File: src/rtl/dmem_burst_master_if.sv
// Bundle of every non-clock signal of dmem_burst_master: command, status,
// write/read data streams and the dmem request port.
interface dmem_burst_master_if #(
    parameter int CNT_W = 16
);
    // Streams follow valid/ready: a word moves on a rising edge where both are
    // high; valid never waits for ready and data stays stable while stalled.
    logic             start_i;
    logic             dir_i;
    logic [31:0]      base_addr_i;
    logic [31:0]      stride_i;
    logic [CNT_W-1:0] count_i;
    logic             busy_o;
    logic             done_o;
    logic             err_o;
    logic [31:0]      wdata_i;
    logic             wdata_valid_i;
    logic             wdata_ready_o;
    logic [31:0]      rdata_o;
    logic             rdata_valid_o;
    logic             rdata_ready_i;
    logic             ext_dmem_req_o;
    logic             ext_dmem_we_o;
    logic [31:0]      ext_dmem_addr_o;
    logic [31:0]      ext_dmem_wdata_o;
    logic             ext_dmem_gnt_i;
    logic             ext_dmem_valid_i;
    logic [31:0]      ext_dmem_rdata_i;
    logic [2:0]       dbg_state_o;

    modport master (
        input  start_i, dir_i, base_addr_i, stride_i, count_i,
        input  wdata_i, wdata_valid_i, rdata_ready_i,
        input  ext_dmem_gnt_i, ext_dmem_valid_i, ext_dmem_rdata_i,
        output busy_o, done_o, err_o, wdata_ready_o, rdata_o, rdata_valid_o,
        output ext_dmem_req_o, ext_dmem_we_o, ext_dmem_addr_o, ext_dmem_wdata_o,
        output dbg_state_o
    );

    modport slave (
        output start_i, dir_i, base_addr_i, stride_i, count_i,
        output wdata_i, wdata_valid_i, rdata_ready_i,
        output ext_dmem_gnt_i, ext_dmem_valid_i, ext_dmem_rdata_i,
        input  busy_o, done_o, err_o, wdata_ready_o, rdata_o, rdata_valid_o,
        input  ext_dmem_req_o, ext_dmem_we_o, ext_dmem_addr_o, ext_dmem_wdata_o,
        input  dbg_state_o
    );
endinterface

File: src/rtl/dmem_burst_master.sv
// Strided burst master: moves count words between the data streams and dmem,
// one request per word, with a grant timeout that aborts the burst.
module dmem_burst_master #(
    parameter int CNT_W   = 16,
    parameter int TIMEOUT = 16
) (
    input  logic                 clk_i,
    input  logic                 rst_i,
    dmem_burst_master_if.master  bus
);
    localparam int TMO_W = $clog2(TIMEOUT + 1);
    localparam logic [TMO_W-1:0] TMO_LAST = TMO_W'(TIMEOUT - 1);

    typedef enum logic [2:0] {
        S_IDLE  = 3'd0,
        S_FETCH = 3'd1,
        S_REQ   = 3'd2,
        S_WAIT  = 3'd3,
        S_OUT   = 3'd4,
        S_DONE  = 3'd5
    } state_t;

    state_t           r_state;
    state_t           w_next;
    logic [31:0]      r_addr;
    logic [31:0]      r_stride;
    logic [31:0]      r_wdata;
    logic [31:0]      r_rdata;
    logic [31:0]      r_addr_hold;
    logic [31:0]      r_wdata_hold;
    logic             r_we_hold;
    logic             r_dir;
    logic             r_err;
    logic [CNT_W-1:0] r_remain;
    logic [TMO_W-1:0] r_tmo;

    logic [CNT_W-1:0] w_remain_dec;
    logic [TMO_W-1:0] w_tmo_inc;
    logic             w_start;
    logic             w_gnt;

    assign w_remain_dec = (r_remain != '0) ? r_remain - 1'b1 : '0;
    assign w_tmo_inc    = r_tmo + 1'b1;
    assign w_start      = (r_state == S_IDLE) && bus.start_i;
    assign w_gnt        = (r_state == S_WAIT) && bus.ext_dmem_gnt_i;

    always_ff @(posedge clk_i) begin
        if (rst_i) begin
            r_state <= S_IDLE;
        end else begin
            r_state <= w_next;
        end
    end

    always_comb begin
        w_next = r_state;
        case (r_state)
            S_IDLE: begin
                if (bus.start_i) begin
                    if (bus.count_i == '0) begin
                        w_next = S_DONE;
                    end else if (bus.dir_i) begin
                        w_next = S_FETCH;
                    end else begin
                        w_next = S_REQ;
                    end
                end
            end
            S_FETCH: if (bus.wdata_valid_i) w_next = S_REQ;
            S_REQ:   w_next = S_WAIT;
            S_WAIT: begin
                if (bus.ext_dmem_gnt_i) begin
                    if (!r_dir) begin
                        w_next = S_OUT;
                    end else if (w_remain_dec == '0) begin
                        w_next = S_DONE;
                    end else begin
                        w_next = S_FETCH;
                    end
                end else if (w_tmo_inc == TMO_LAST) begin
                    w_next = S_DONE;
                end
            end
            S_OUT: begin
                if (bus.rdata_ready_i) begin
                    w_next = (r_remain == '0) ? S_DONE : S_REQ;
                end
            end
            S_DONE:  w_next = S_IDLE;
            default: w_next = S_IDLE;
        endcase
    end

    // Datapath; the *_hold registers keep the dmem port steady between requests.
    always_ff @(posedge clk_i) begin
        if (rst_i) begin
            r_addr       <= '0;
            r_stride     <= '0;
            r_wdata      <= '0;
            r_rdata      <= '0;
            r_addr_hold  <= '0;
            r_wdata_hold <= '0;
            r_we_hold    <= 1'b0;
            r_dir        <= 1'b0;
            r_err        <= 1'b0;
            r_remain     <= '0;
            r_tmo        <= '0;
        end else begin
            if (w_start) begin
                r_addr   <= bus.base_addr_i;
                r_stride <= bus.stride_i;
                r_remain <= bus.count_i;
                r_dir    <= bus.dir_i;
                r_err    <= 1'b0;
            end
            if ((r_state == S_FETCH) && bus.wdata_valid_i) begin
                r_wdata <= bus.wdata_i;
            end
            if (r_state == S_REQ) begin
                r_addr_hold  <= r_addr;
                r_we_hold    <= r_dir;
                r_wdata_hold <= r_wdata;
                r_tmo        <= '0;
            end
            if (w_gnt) begin
                r_addr   <= r_addr + r_stride;
                r_remain <= w_remain_dec;
                r_tmo    <= '0;
                if (!r_dir) begin
                    r_rdata <= bus.ext_dmem_rdata_i;
                end
            end else if (r_state == S_WAIT) begin
                r_tmo <= w_tmo_inc;
                if (w_tmo_inc == TMO_LAST) begin
                    r_err <= 1'b1;
                end
            end
        end
    end

    always_comb begin
        bus.busy_o           = (r_state != S_IDLE);
        bus.done_o           = (r_state == S_DONE);
        bus.err_o            = (r_state == S_DONE) && r_err;
        bus.wdata_ready_o    = (r_state == S_FETCH);
        bus.rdata_valid_o    = (r_state == S_OUT);
        bus.rdata_o          = r_rdata;
        bus.ext_dmem_req_o   = (r_state == S_REQ);
        bus.ext_dmem_addr_o  = r_addr_hold;
        bus.ext_dmem_we_o    = r_we_hold;
        bus.ext_dmem_wdata_o = r_wdata_hold;
        bus.dbg_state_o      = r_state;
        if (r_state == S_REQ) begin
            bus.ext_dmem_addr_o  = r_addr;
            bus.ext_dmem_we_o    = r_dir;
            bus.ext_dmem_wdata_o = r_wdata;
        end
    end
endmodule

File: src/flat_wrapper.sv
// flat-port wrapper written by rule: the top's interface ports become plain ports
module dmem_burst_master_flat 
#(
    parameter int CNT_W   = 16,
    parameter int TIMEOUT = 16
)
  (clk_i, rst_i, bus_start_i, bus_dir_i, bus_base_addr_i, bus_stride_i, bus_count_i, bus_wdata_i, bus_wdata_valid_i, bus_rdata_ready_i, bus_ext_dmem_gnt_i, bus_ext_dmem_valid_i, bus_ext_dmem_rdata_i, bus_busy_o, bus_done_o, bus_err_o, bus_wdata_ready_o, bus_rdata_o, bus_rdata_valid_o, bus_ext_dmem_req_o, bus_ext_dmem_we_o, bus_ext_dmem_addr_o, bus_ext_dmem_wdata_o, bus_dbg_state_o);
  dmem_burst_master_if #(.CNT_W(CNT_W)) bus_i ();
  input  logic clk_i;
  input  logic rst_i;
  input wire logic [$bits(bus_i.start_i)-1:0] bus_start_i;
  input wire logic [$bits(bus_i.dir_i)-1:0] bus_dir_i;
  input wire logic [$bits(bus_i.base_addr_i)-1:0] bus_base_addr_i;
  input wire logic [$bits(bus_i.stride_i)-1:0] bus_stride_i;
  input wire logic [$bits(bus_i.count_i)-1:0] bus_count_i;
  input wire logic [$bits(bus_i.wdata_i)-1:0] bus_wdata_i;
  input wire logic [$bits(bus_i.wdata_valid_i)-1:0] bus_wdata_valid_i;
  input wire logic [$bits(bus_i.rdata_ready_i)-1:0] bus_rdata_ready_i;
  input wire logic [$bits(bus_i.ext_dmem_gnt_i)-1:0] bus_ext_dmem_gnt_i;
  input wire logic [$bits(bus_i.ext_dmem_valid_i)-1:0] bus_ext_dmem_valid_i;
  input wire logic [$bits(bus_i.ext_dmem_rdata_i)-1:0] bus_ext_dmem_rdata_i;
  output wire logic [$bits(bus_i.busy_o)-1:0] bus_busy_o;
  output wire logic [$bits(bus_i.done_o)-1:0] bus_done_o;
  output wire logic [$bits(bus_i.err_o)-1:0] bus_err_o;
  output wire logic [$bits(bus_i.wdata_ready_o)-1:0] bus_wdata_ready_o;
  output wire logic [$bits(bus_i.rdata_o)-1:0] bus_rdata_o;
  output wire logic [$bits(bus_i.rdata_valid_o)-1:0] bus_rdata_valid_o;
  output wire logic [$bits(bus_i.ext_dmem_req_o)-1:0] bus_ext_dmem_req_o;
  output wire logic [$bits(bus_i.ext_dmem_we_o)-1:0] bus_ext_dmem_we_o;
  output wire logic [$bits(bus_i.ext_dmem_addr_o)-1:0] bus_ext_dmem_addr_o;
  output wire logic [$bits(bus_i.ext_dmem_wdata_o)-1:0] bus_ext_dmem_wdata_o;
  output wire logic [$bits(bus_i.dbg_state_o)-1:0] bus_dbg_state_o;
  assign bus_i.start_i = bus_start_i;
  assign bus_i.dir_i = bus_dir_i;
  assign bus_i.base_addr_i = bus_base_addr_i;
  assign bus_i.stride_i = bus_stride_i;
  assign bus_i.count_i = bus_count_i;
  assign bus_i.wdata_i = bus_wdata_i;
  assign bus_i.wdata_valid_i = bus_wdata_valid_i;
  assign bus_i.rdata_ready_i = bus_rdata_ready_i;
  assign bus_i.ext_dmem_gnt_i = bus_ext_dmem_gnt_i;
  assign bus_i.ext_dmem_valid_i = bus_ext_dmem_valid_i;
  assign bus_i.ext_dmem_rdata_i = bus_ext_dmem_rdata_i;
  assign bus_busy_o = bus_i.busy_o;
  assign bus_done_o = bus_i.done_o;
  assign bus_err_o = bus_i.err_o;
  assign bus_wdata_ready_o = bus_i.wdata_ready_o;
  assign bus_rdata_o = bus_i.rdata_o;
  assign bus_rdata_valid_o = bus_i.rdata_valid_o;
  assign bus_ext_dmem_req_o = bus_i.ext_dmem_req_o;
  assign bus_ext_dmem_we_o = bus_i.ext_dmem_we_o;
  assign bus_ext_dmem_addr_o = bus_i.ext_dmem_addr_o;
  assign bus_ext_dmem_wdata_o = bus_i.ext_dmem_wdata_o;
  assign bus_dbg_state_o = bus_i.dbg_state_o;
  dmem_burst_master #(.CNT_W(CNT_W), .TIMEOUT(TIMEOUT)) u_core (.clk_i(clk_i), .rst_i(rst_i), .bus(bus_i));
endmodule
File: config.mk
export PLATFORM = sky130hd
export DESIGN_NAME = dmem_burst_master_flat
export DESIGN_NICKNAME = d
export VERILOG_FILES = /design/src/rtl/dmem_burst_master_if.sv /design/src/rtl/dmem_burst_master.sv /design/src/flat_wrapper.sv
export SDC_FILE = /design/constraint.sdc
export NUM_CORES = 1
export LEC_CHECK = 0
export CAP_MARGIN = 20
export CORE_UTILIZATION = 40
export CTS_BUF_LIST = sky130_fd_sc_hd__clkbuf_4 sky130_fd_sc_hd__clkbuf_8
export DETAILED_ROUTE_END_ITERATION = 6
export PLACE_DENSITY = 0.74
export SLEW_MARGIN = 0
export SYNTH_ARGS = -nofsm -noshare
export SYNTH_HDL_FRONTEND = slang
export SYNTH_SLANG_ARGS = --single-unit
File: constraint.sdc
create_clock -name clk_i -period 3.25 [get_ports clk_i]
set_clock_uncertainty 0.15 [all_clocks]
set_input_delay 0.325 -clock clk_i [delete_from_list [all_inputs] [get_ports clk_i]]
set_output_delay 0.325 -clock clk_i [all_outputs]
set_load 0.05 [all_outputs]
==> impl_metrics.env <==
export IMPL_synth_nets=1463
export IMPL_r2r_slack_ns=0.31
export IMPL_tightest_slew_ns=0.7051
export IMPL_relSlewSlack_pct=52.82
export IMPL_routedWlPerCell_um=15.77
export IMPL_mostFrequentLayoutCells="282 x nand2_1, 219 x dfxtp_1, 188 x clkdlybuf4s50_1, 152 x a21oi_1, 73 x nor2_1"
export IMPL_hold_start="rst_i"
export IMPL_grt_pass1_wl_um=46440
export IMPL_ir_drop_v=0.0002824
export IMPL_antenna_cells=0
export IMPL_antenna_found_initial=0
export IMPL_grt_pass1_vias=9429
export IMPL_min_period_ns=3.059
export IMPL_hold_viol=0
export IMPL_layout_commonest_cell="nand2_1"
export IMPL_first_pass_iters=5
export IMPL_final_util_pct=54.75
export IMPL_ctsHoldBuffers=0
export IMPL_clk_latency_ns=0.54
export IMPL_grt_use_total_pct=21.38
export IMPL_cp_cell_sequence="nand2b_1 > nor2_4 > buf_6 > buf_6 > mux2_2 > buf_4"
export IMPL_io_buffers=256
export IMPL_drcViolationCount=0
export IMPL_critPathMaxFanout=27
export IMPL_path_class="flip-flop to primary output"
export IMPL_cp_startpoint="u_core.bus.dbg_state_o[2]"
export IMPL_synth_cell_types=64
export IMPL_cts_resized=19
export IMPL_async_flop_share_pct=0
export IMPL_drive_above_1_share_pct=14.43
export IMPL_worstPathRequired_ns=2.77
export IMPL_period_share_pct=94.13
export IMPL_cts_inserted_buffers=37
export IMPL_placed_area_um2=13220
export IMPL_path_clk_slew_ns=0.06
export IMPL_reg2reg_from="u_core.r_addr[0]"
export IMPL_grt_start_max_net_pins=112
export IMPL_dieWidth_um=164.0
export IMPL_cts_path_max_buffers=3
export IMPL_fillers=2305
export IMPL_post_cts_setup_buffers=0
export IMPL_core_area_um2=25470
export IMPL_die_y_um=164.0
export IMPL_start_util_pct=41.20
export IMPL_grt_setup_unrepaired="no"
export IMPL_netlist_area_um2=10500
export IMPL_gr_usage_met3_pct=3.485
export IMPL_vias=9665
export IMPL_cp_slowest_cell="dfxtp_1"
export IMPL_yosysSeqAreaShare_pct=41.77
export IMPL_leakage_uw=0.005571
export IMPL_critical_path_most_common_cell="buf_6"
export IMPL_synthCells=1275
export IMPL_rows=58
export IMPL_crit_path_end="bus_ext_dmem_addr_o[25]"
export IMPL_clock_sinks=219
export IMPL_post_synth_cell_area_avg_um2=8.231
export IMPL_via_per_inst=5.191
export IMPL_status="completed"
export IMPL_grt_busiest_layer="met2"
export IMPL_root_buffer="clkbuf_8"
export IMPL_finalMaxSlewViolations=0
export IMPL_crit_arrival_ns=2.58
export IMPL_power_total_uw=7869
export IMPL_pwr_density_cell_nw_per_um2=564.2
export IMPL_r2r_end="u_core.r_addr[30]"
export IMPL_fmax_mhz=326.9
export IMPL_cpPeakStageDelay_ns=0.41
export IMPL_nNetsFinal=1694
export IMPL_dieArea_um2=26890
export IMPL_cap_viol_max_count=0
export IMPL_ant_nets=0
export IMPL_final_setup_viol_count=0
export IMPL_hpwl_um=20960
export IMPL_stdcell_count=1862
export IMPL_cp_start_kind="flip-flop"
export IMPL_dp_cells=1797
export IMPL_drt_iter0_drc=654
export IMPL_grt_util_met2_pct=35.69
export IMPL_grt_ovfl_total=0
export IMPL_synth_edf_count=0
export IMPL_hold_path_class="primary input to flip-flop"
export IMPL_ys_ff_latch=219
export IMPL_cp_end_kind="primary output"
export IMPL_cts_tree="built"
export IMPL_ys_warn_count=0
export IMPL_wl_um=29370
export IMPL_gp_congestion=0.8992
export IMPL_ctsHtreeMaxLevel=2
export IMPL_synthToLayoutAreaGrowth_pct=32.89
export IMPL_synthFlopType="dfxtp_1"
export IMPL_design_area_um2=13950
export IMPL_r2r_cells=11
export IMPL_io_pins=258
export IMPL_use_met1_pct=27.39
export IMPL_fin_tns_setup_ns=0
-- Yosys cell counts, drive strengths merged (2+ instances only) --
cell / n / area (µm²)
nand2: 284 / 1069
dfxtp: 219 / 4384
a21oi: 153 / 769.5
clkbuf: 75 / 291.5
nor2: 75 / 281.5
nor2b: 69 / 431.7
mux2: 65 / 732.0
ha: 35 / 437.9
o21ai: 26 / 130.1
xnor2: 22 / 192.7
inv: 18 / 67.56
nor3: 17 / 85.08
a21o: 16 / 120.1
xor2: 15 / 131.4
a311oi: 14 / 122.6
nand3: 12 / 60.06
and3: 10 / 62.56
nand4: 10 / 62.56
o22ai: 10 / 62.56
a211oi: 9 / 67.56
buf: 9 / 38.79
mux2i: 9 / 90.09
nand2b: 9 / 56.30
nor4: 9 / 62.56
and2: 8 / 50.05
a31oi: 7 / 43.79
a221oi: 6 / 52.55
a31o: 6 / 52.55
or3: 6 / 38.79
a22oi: 5 / 37.54
nor3b: 4 / 30.03
o21a: 4 / 30.03
or2: 4 / 25.02
a2111oi: 3 / 26.28
nand3b: 3 / 22.52
nor4b: 3 / 32.53
o21bai: 3 / 22.52
or4: 3 / 30.03
a222oi: 2 / 20.02
o211ai: 2 / 15.01
o31ai: 2 / 15.01
-- layer usage --
layer	wire [µm]	share of wire, %	vias up
met3	1679	5.7	59
met5	0	0	-
li1	-	-	4853
met1	13120	45	4464
met4	856	2.9	0
met2	13710	47	289
-- layout make-up --
cell class	instances	area [µm²]	area share (%)
clock buffers	58	691.9	4.961
multi-input cells	954	5727	41.06
flip-flops and latches	219	4384	31.43
clock inverters	7	45.04	0.3230
well taps	330	412.9	2.960
repair buffers	276	2619	18.78
inverters	18	67.56	0.4844
-- critical path: cells and delay by family, from the launching register on --
family / cells / cell delay [ns]
flip-flops: 1 / 0.41
AND/OR/NAND/NOR: 2 / 0.46
buffers and inverters: 3 / 0.76
multiplexers: 1 / 0.39
-- through the flow --
| step | hold slack, ns | setup WS [ns] |
|---|---|---|
| after floorplan | 0.2829 | 0.1046 |
| after global placement | 0.2889 | 0.2540 |
| after detailed placement | 0.2966 | 0.1913 |
| after CTS | 0.05524 | 0.06606 |
| after global routing | 0.07663 | 0.02150 |
| final | 0.06121 | 0.1908 |
-- cell families after synthesis --
logic type / after synthesis / synth area share, %
AND/OR/NAND/NOR: 528 / 23.06
AO/OA/AOI/OAI: 279 / 16.09
flip-flops: 219 / 41.77
buffers and inverters: 102 / 3.791
multiplexers: 74 / 7.833
XOR/XNOR: 37 / 3.088
adder cells (fa/ha/maj): 36 / 4.363
-- registers in the layout (all words and copies together), names as in the netlist --
register / cells
u_core.r_addr_hold: 32
u_core.r_stride: 32
u_core.r_tmo: 5
u_core.r_wdata_hold: 32
u_core.r_err: 1
u_core.r_wdata: 32
u_core.bus.rdata_o: 32
u_core.bus.dbg_state_o: 3
u_core.r_we_hold: 1
u_core.r_addr: 32
u_core.r_remain: 16
u_core.r_dir: 1
-- where the power goes --
part / internal (µW) / switching (µW) / total [µW]
Combinational: 952 / 1380 / 2330
Sequential: 2900 / 173 / 3080
Clock: 1360 / 1100 / 2460
-- how the worst min path moves through the flow --
| stage | to | cells past startpoint |
|---|---|---|
| floorplan | u_core.r_wdata[0] | 2 |
| global placement | u_core.r_wdata[12] | 2 |
| detailed placement | u_core.r_wdata[1] | 2 |
| global route | u_core.r_addr_hold[23] | 2 |
| finish | u_core.r_addr_hold[22] | 2 |
| CTS | u_core.r_addr_hold[18] | 2 |
No activity file was read; power rests on OpenSTA's default activity.
